**src/rtl/vend_pkg.sv**
```systemverilog
// Purpose: shared types and defaults for the vending coin/credit blocks.
// Latency: n/a (package only).
// Backpressure: n/a.
package vend_pkg;

  // Refund state machine states.
  typedef enum logic {
    IDLE   = 1'b0,
    CHANGE = 1'b1
  } vend_state_t;

  // One credit unit is worth 25 centavos.
  localparam int CREDIT_UNIT_CENTAVOS = 25;

  // Default coin set: index 0 = 1 unit, 1 = 2 units, 2 = 4 units.
  localparam int          DEF_N_COINS    = 3;
  localparam logic [23:0] DEF_COIN_VAL   = {8'd4, 8'd2, 8'd1};
  localparam int          DEF_MAX_CREDIT = 15;

endpackage

```
**src/rtl/coin_edge_sel.sv**
```systemverilog
// Purpose: rising-edge detect on coin sensors, pick highest-index edge, flag extra edges.
// Latency: outputs are combinational from coin_in and the registered previous level.
// Backpressure: none; sensors sampled every cycle, surplus edges reported on sel_drop.
//
// Ports:
//   clk, rst_n : clock, async active-low reset
//   coin_in    : raw sensor levels, one bit per denomination
//   sel_vld    : at least one rising edge this cycle
//   sel_idx    : highest index with a rising edge (valid with sel_vld)
//   sel_drop   : more than one edge this cycle; lower ones are discarded
module coin_edge_sel
  import vend_pkg::*;
#(
  parameter int N     = DEF_N_COINS,
  parameter int IDX_W = (N > 1) ? $clog2(N) : 1
) (
  input  logic             clk,
  input  logic             rst_n,
  input  logic [N-1:0]     coin_in,
  output logic             sel_vld,
  output logic [IDX_W-1:0] sel_idx,
  output logic             sel_drop
);

  logic [N-1:0] coin_prev;
  logic [N-1:0] edges;

  always_ff @(posedge clk or negedge rst_n) begin
    if (!rst_n) begin
      coin_prev <= '0;
    end else begin
      coin_prev <= coin_in;
    end
  end

  assign edges = coin_in & ~coin_prev;

  // Ascending scan: the last hit is the highest index; any hit after the
  // first means a lower-index edge is being thrown away.
  always_comb begin
    sel_vld  = 1'b0;
    sel_idx  = '0;
    sel_drop = 1'b0;
    for (int i = 0; i < N; i++) begin
      if (edges[i]) begin
        if (sel_vld) begin
          sel_drop = 1'b1;
        end
        sel_vld = 1'b1;
        sel_idx = IDX_W'(i);
      end
    end
  end

endmodule

```
**src/rtl/coin_credit_manager.sv**
```systemverilog
// Purpose: coin credit accumulator with saturating add, debit handshake and largest-first refund.
// Latency: 1 clk from inputs to every registered output.
// Backpressure: none; coins that cannot be credited are refused via coin_reject, buys via buy_nack.
//
// Ports:
//   clk, rst_n       : clock, async active-low reset
//   coin_in          : coin sensor levels (edge counted once)
//   buy_req, price   : purchase request and price in credit units
//   cancel           : refund all credit
//   credit           : current credit
//   coin_reject      : pulse, an inserted coin was not credited
//   buy_ack/buy_nack : pulse, purchase accepted / refused
//   change_coin      : one-hot pulse to the change hopper
//   change_busy      : refund in progress
//   change_done      : pulse, refund complete
module coin_credit_manager
  import vend_pkg::*;
#(
  parameter int                   N_COINS    = DEF_N_COINS,
  parameter int                   CREDIT_W   = 4,
  parameter logic [N_COINS*8-1:0] COIN_VAL   = DEF_COIN_VAL,
  parameter int                   MAX_CREDIT = DEF_MAX_CREDIT,
  parameter int                   CHANGE_GAP = 4
) (
  input  logic                clk,
  input  logic                rst_n,
  input  logic [N_COINS-1:0]  coin_in,
  input  logic                buy_req,
  input  logic [CREDIT_W-1:0] price,
  input  logic                cancel,
  output logic [CREDIT_W-1:0] credit,
  output logic                coin_reject,
  output logic                buy_ack,
  output logic                buy_nack,
  output logic [N_COINS-1:0]  change_coin,
  output logic                change_busy,
  output logic                change_done
);

  localparam int IDX_W = (N_COINS > 1) ? $clog2(N_COINS) : 1;
  localparam int GAP_W = (CHANGE_GAP > 1) ? $clog2(CHANGE_GAP) : 1;
  // Wide enough that credit - debit + coin value can never wrap.
  localparam int WW = CREDIT_W + 8;
  localparam logic [WW-1:0]    MAX_W      = WW'(MAX_CREDIT);
  localparam logic [GAP_W-1:0] GAP_RELOAD = GAP_W'(CHANGE_GAP - 1);

  function automatic logic [7:0] coin_val(input logic [IDX_W-1:0] idx);
    coin_val = COIN_VAL[int'(idx)*8 +: 8];
  endfunction

  vend_state_t         state;
  logic [GAP_W-1:0]    gap_cnt;
  logic                done_pend;

  logic                sel_vld;
  logic [IDX_W-1:0]    sel_idx;
  logic                sel_drop;

  logic                buy_ok;
  logic [CREDIT_W-1:0] debit;
  logic [WW-1:0]       sum_w;
  logic                coin_fits;
  logic [IDX_W-1:0]    chg_idx;
  logic [CREDIT_W-1:0] chg_val;

  coin_edge_sel #(
    .N     (N_COINS),
    .IDX_W (IDX_W)
  ) u_edge_sel (
    .clk      (clk),
    .rst_n    (rst_n),
    .coin_in  (coin_in),
    .sel_vld  (sel_vld),
    .sel_idx  (sel_idx),
    .sel_drop (sel_drop)
  );

  assign buy_ok    = buy_req && (credit >= price);
  assign debit     = buy_ok ? price : '0;
  // debit <= credit, so the subtraction cannot underflow.
  assign sum_w     = WW'(credit) - WW'(debit) + WW'(coin_val(sel_idx));
  assign coin_fits = (sum_w <= MAX_W);

  // Largest denomination not exceeding the remaining credit. Index 0 is
  // worth one unit, so a nonzero credit always finds a coin.
  always_comb begin
    chg_idx = '0;
    for (int i = 0; i < N_COINS; i++) begin
      if (WW'(coin_val(IDX_W'(i))) <= WW'(credit)) begin
        chg_idx = IDX_W'(i);
      end
    end
  end

  assign chg_val     = CREDIT_W'(coin_val(chg_idx));
  assign change_busy = (state == CHANGE);

  always_ff @(posedge clk or negedge rst_n) begin
    if (!rst_n) begin
      state       <= IDLE;
      credit      <= '0;
      gap_cnt     <= '0;
      done_pend   <= 1'b0;
      coin_reject <= 1'b0;
      buy_ack     <= 1'b0;
      buy_nack    <= 1'b0;
      change_coin <= '0;
      change_done <= 1'b0;
    end else begin
      coin_reject <= 1'b0;
      buy_ack     <= 1'b0;
      buy_nack    <= 1'b0;
      change_coin <= '0;
      // done_pend delays the completion pulse one cycle behind the last coin.
      change_done <= done_pend;
      done_pend   <= 1'b0;

      case (state)
        IDLE: begin
          if (cancel) begin
            buy_nack    <= buy_req;
            coin_reject <= sel_vld;
            if (credit == '0) begin
              change_done <= 1'b1;
            end else begin
              state   <= CHANGE;
              gap_cnt <= '0;
            end
          end else begin
            buy_ack  <= buy_ok;
            buy_nack <= buy_req && !buy_ok;
            if (sel_vld && coin_fits) begin
              credit      <= sum_w[CREDIT_W-1:0];
              coin_reject <= sel_drop;
            end else begin
              credit      <= credit - debit;
              coin_reject <= sel_vld;
            end
          end
        end

        CHANGE: begin
          coin_reject <= sel_vld;
          buy_nack    <= buy_req;
          if (gap_cnt == '0) begin
            change_coin <= N_COINS'(1) << chg_idx;
            credit      <= credit - chg_val;
            gap_cnt     <= GAP_RELOAD;
            if (credit == chg_val) begin
              state     <= IDLE;
              done_pend <= 1'b1;
            end
          end else begin
            gap_cnt <= gap_cnt - 1'b1;
          end
        end

        default: state <= IDLE;
      endcase
    end
  end

endmodule
```
**config.mk**
```make
export PLATFORM = sky130hd
export DESIGN_NAME = coin_credit_manager
export DESIGN_NICKNAME = d
export VERILOG_FILES = /design/src/rtl/vend_pkg.sv /design/src/rtl/coin_edge_sel.sv /design/src/rtl/coin_credit_manager.sv
export SDC_FILE = /design/constraint.sdc
export NUM_CORES = 1
export LEC_CHECK = 0
export CAP_MARGIN = 20
export CORE_UTILIZATION = 47
export DETAILED_ROUTE_END_ITERATION = 10
export GPL_TIMING_DRIVEN = 0
export HOLD_SLACK_MARGIN = 0.06
export PLACE_DENSITY = 0.73
export SETUP_SLACK_MARGIN = 0.02
export SLEW_MARGIN = 20
export SYNTH_ARGS = -nofsm -noshare
export SYNTH_HDL_FRONTEND = slang
export SYNTH_SLANG_ARGS = --single-unit
```
**constraint.sdc**
```tcl
create_clock -name clk -period 4.15 [get_ports clk]
set_input_delay 0.6225 -clock clk [delete_from_list [all_inputs] [get_ports clk]]
set_output_delay 0.6225 -clock clk [all_outputs]
set_load 0.02 [all_outputs]
```
==> results.json, run 1 <==
{
  "status": "finished clean",
  "cts_made_buffers": 3,
  "synth_seq_cells": 18,
  "synth_compound_area_share_pct": 20.7,
  "grt_start_max_net_pins": 19,
  "die_y_um": 55.8,
  "p_int_uw": 792,
  "post_drt_wl_per_cell_um": 13.6,
  "cts.clk_slew.worst_paths_ns": 0.10,
  "power.density_mw_per_mm2": 768,
  "yosys.area.top_type": "dfrtp_1",
  "min_period_ns": 4.00,
  "crit_arrival_ns": 4.24,
  "share_comb_of_total_power_pct": 72.4,
  "hp-class": "reg2reg",
  "synth_area_leaders": "dfrtp_1 33%, ha_1 14%, a21oi_1 4.4%, fa_1 4.4%, inv_1 3.6%",
  "min_from": "done_pend$_DFF_PN0_",
  "synth_cells": 146,
  "muxShareOfSynthArea_pct": 1.57,
  "postSynthAreaPerCell_sq_um": 9.31,
  "synth_edf_count": 0,
  "reg2regPathDepth": 19,
  "routed_via_density": 5.56,
  "clock_power_share_pct": 7.5,
  "drt_iter0_drc": 38,
  "async_flop_share_pct": 100,
  "crit_type": "reg2reg",
  "final_common_cell": "clkdlybuf4s50_1",
  "clock-sinks": 18,
  "synth_top_area_share_pct": 33.1,
  "grt_first_pass_wirelength_um": 5150,
  "drtAntennaViolNets": 0,
  "synth_adder_area_share_pct": 18.2,
  "grt_pass1_vias": 1165,
  "wl_um": 2970,
  "p_sw_share_pct": 44.2,
  "worstHoldEndpoint": "change_done$_DFF_PN0_",
  "rows": 19,
  "area_growth_pct": 36.3,
  "yosys_warnings": 0,
  "critPathCaptureType": "flip-flop",
  "r2r-start": "credit[0]$_DFFE_PN0P_",
  "synth_top_family_by_area": "compound AO/OA/AOI/OAI gates",
  "setup_viol": 0,
  "die_w_um": 55.8,
  "post-route-util_pct": 67.2,
  "synth_area_sq_mm": 0.00136,
  "final_nets": 217,
  "cts_tree": "yes",
  "finalMaxSlewViolations": 0,
  "syn_nets": 175,
  "synth_flop_cell": "dfrtp_1",
  "die_area_sq_mm": 0.00311,
  "power_frac_seq_pct": 20.1,
  "fmax_ghz": 0.250,
  "required_ns": 4.39,
  "r2r_end": "credit[3]$_DFFE_PN0P_",
  "seq_area_frac_synth_pct": 33.1,
  "layout_common_cells": "18 x clkdlybuf4s50_1, 17 x dfrtp_1, 15 x buf_4",
  "drive_gt1_share_pct": 27.3,
  "grt-ovfl-total": 0,
  "critical_path_peak_fanout": 5,
  "grtUsageTotal_pct": 20.8,
  "core_area_sq_mm": 0.00276,
  "routabilityCongestion": 0.811,
  "hpwl_um": 2200,
  "antenna_found_initial": 0,
  "tightest_slew_ns": 0.790,
  "setup_slack_ns": 0.152,
  "hold_depth": 1,
  "vias": 1211,
  "switching_power_uw": 629,
  "dpl_cell_area_sq_mm": 0.00166,
  "hold_slack_ns": 0.441,
  "io_buffer_count": 22,
  "ir_drop_v": 0.000599,
  "yosysUniqueCellTypes": 41,
  "skew_ns": 0.00397,
  "r2r_setup_slack_ns": 0.15,
  "root_buffer": "clkbuf_4",
  "relSlewSlack_pct": 47.2,
  "start_util_pct": 49.3,
  "htree_levels": 1,
  "clk_path_buf_depth": 2,
  "synth-xor-area-share_pct": 2.49,
  "place_ws_ns": -0.716,
  "clk_latency_ns": 0.29,
  "antenna_cells": 0,
  "design_area_sq_mm": 0.00185,
  "start_kind": "flip-flop",
  "period_share_pct": 96.3,
  "drc_errors": 0,
  "power_mw": 1.42,
  "final-hold-violation-count": 0,
  "drtPass1Iterations": 4,
  "p_leak_nw": 0.860,
  "yosys.area_share.simple_pct": 19.3,
  "grt_setup_unrepaired": "false",
  "max_cap_viol_count": 0,
  "io_pins": 23
}
## layer usage
layer,vias to the layer above,GRT usage [%],part of all wire (%)
li1,596,-,-
met5,-,0,0
met2,25,35.8,51
met1,583,26.8,44
met4,0,4.64,1.7
met3,7,4.42,3.0
## cells in the mapped netlist (2+ instances only)
cell type and number:
and2_1 2, fa_1 3, nor3_1 2, and3_1 3, o311a_1 2, nand2_1 12
nand2b_1 3, nor2_1 11, o21ai_0 9, o221a_2 2, or4_1 2, inv_1 13
nand3_1 4, ha_1 15, nor2b_1 5, a21o_1 5, a21oi_1 12, dfrtp_1 18
## worst max-delay path by stage
stage               slack, ns             startpoint               endpoint  cells after the start
finish                   0.15  credit[0]$_DFFE_PN0P_  credit[3]$_DFFE_PN0P_                     19
floorplan                0.04               price[0]  credit[3]$_DFFE_PN0P_                     18
global placement        -0.61               price[0]  credit[3]$_DFFE_PN0P_                     19
global route             0.02  credit[0]$_DFFE_PN0P_  credit[3]$_DFFE_PN0P_                     19
CTS                      0.04               price[0]  credit[3]$_DFFE_PN0P_                     19
detailed placement      -0.72               price[1]  credit[3]$_DFFE_PN0P_                     20
## state kept, by name, indices dropped and copies added (netlist names)
name / count
done_pend: 1
change_busy: 1
buy_nack: 1
gap_cnt: 2
change_done: 1
coin_reject: 1
credit: 4
change_coin: 3
u_edge_sel.coin_prev: 3
buy_ack: 1
## power by group through the flow
stage | Sequential (mW) | Clock [mW] | Combinational [mW]
2_1_floorplan | 0.312 | 0 | 0.611
3_3_place_gp | 0.285 | 0 | 0.825
3_5_place_dp | 0.288 | 0 | 0.850
4_1_cts | 0.285 | 0.111 | 0.952
5_1_grt | 0.294 | 0.117 | 1.15
6_report | 0.285 | 0.107 | 1.03
## cells by family after synthesis
group                    count (synthesis)
multiplexers                             2
flip-flops                              18
AO/OA/AOI/OAI                           39
XOR/XNOR                                 3
AND/OR/NAND/NOR                         50
buffers and inverters                   16
adder cells (fa/ha/maj)                 18
## critical path, stage by stage (launching register included)
cell and delay, ns:
dfrtp_1 0.40, inv_2 0.13, ha_4 0.22, nand2b_4 0.13, a21o_1 0.14, a21o_1 0.16, a21oi_2 0.16, nor2b_2 0.06
and2_4 0.16, ha_4 0.15, inv_2 0.05, fa_2 0.47, fa_2 0.38, a21oi_2 0.16, or2b_1 0.14, ha_4 0.15
o311ai_4 0.12, or4_4 0.50, nand3_2 0.10, o311a_1 0.15
## metrics by stage
stage               std cells  setup TNS (ns)
finish                    218               0
global route              218               0
detailed placement        199           -2.68
CTS                       212               0
global placement          199           -2.19
floorplan                 146               0
## what timing repair did
| item | CTS | global route |
|---|---|---|
| endpoints found under the setup margin | 5 | 3 |
| hold buffers | 0 | 0 |
| resized for setup | 9 | 10 |
| setup buffers | 9 | 6 |
| pin swaps | 8 | 13 |
## final cells by class
cell class	instances	area [sq um]
buffer	2	8.76
clock buffer	4	36.3
fill	225	906
inverter	14	52.6
multi-input combinational	112	936
sequential	18	452
tap	31	38.8
timing repair buffer	37	328
(Power assumes the default switching activity.)
==> inputs of run 2 (changes only) <==
--- a/config.mk
+++ b/config.mk
@@ -5,7 +5,7 @@
 export SDC_FILE = /design/constraint.sdc
 export NUM_CORES = 1
 export LEC_CHECK = 0
-export CAP_MARGIN = 20
+export CAP_MARGIN = 15
 export CORE_UTILIZATION = 47
 export DETAILED_ROUTE_END_ITERATION = 10
 export GPL_TIMING_DRIVEN = 0
==> results of run 2 <==
Final layout, timing and power as in run 1 (identical DEF).
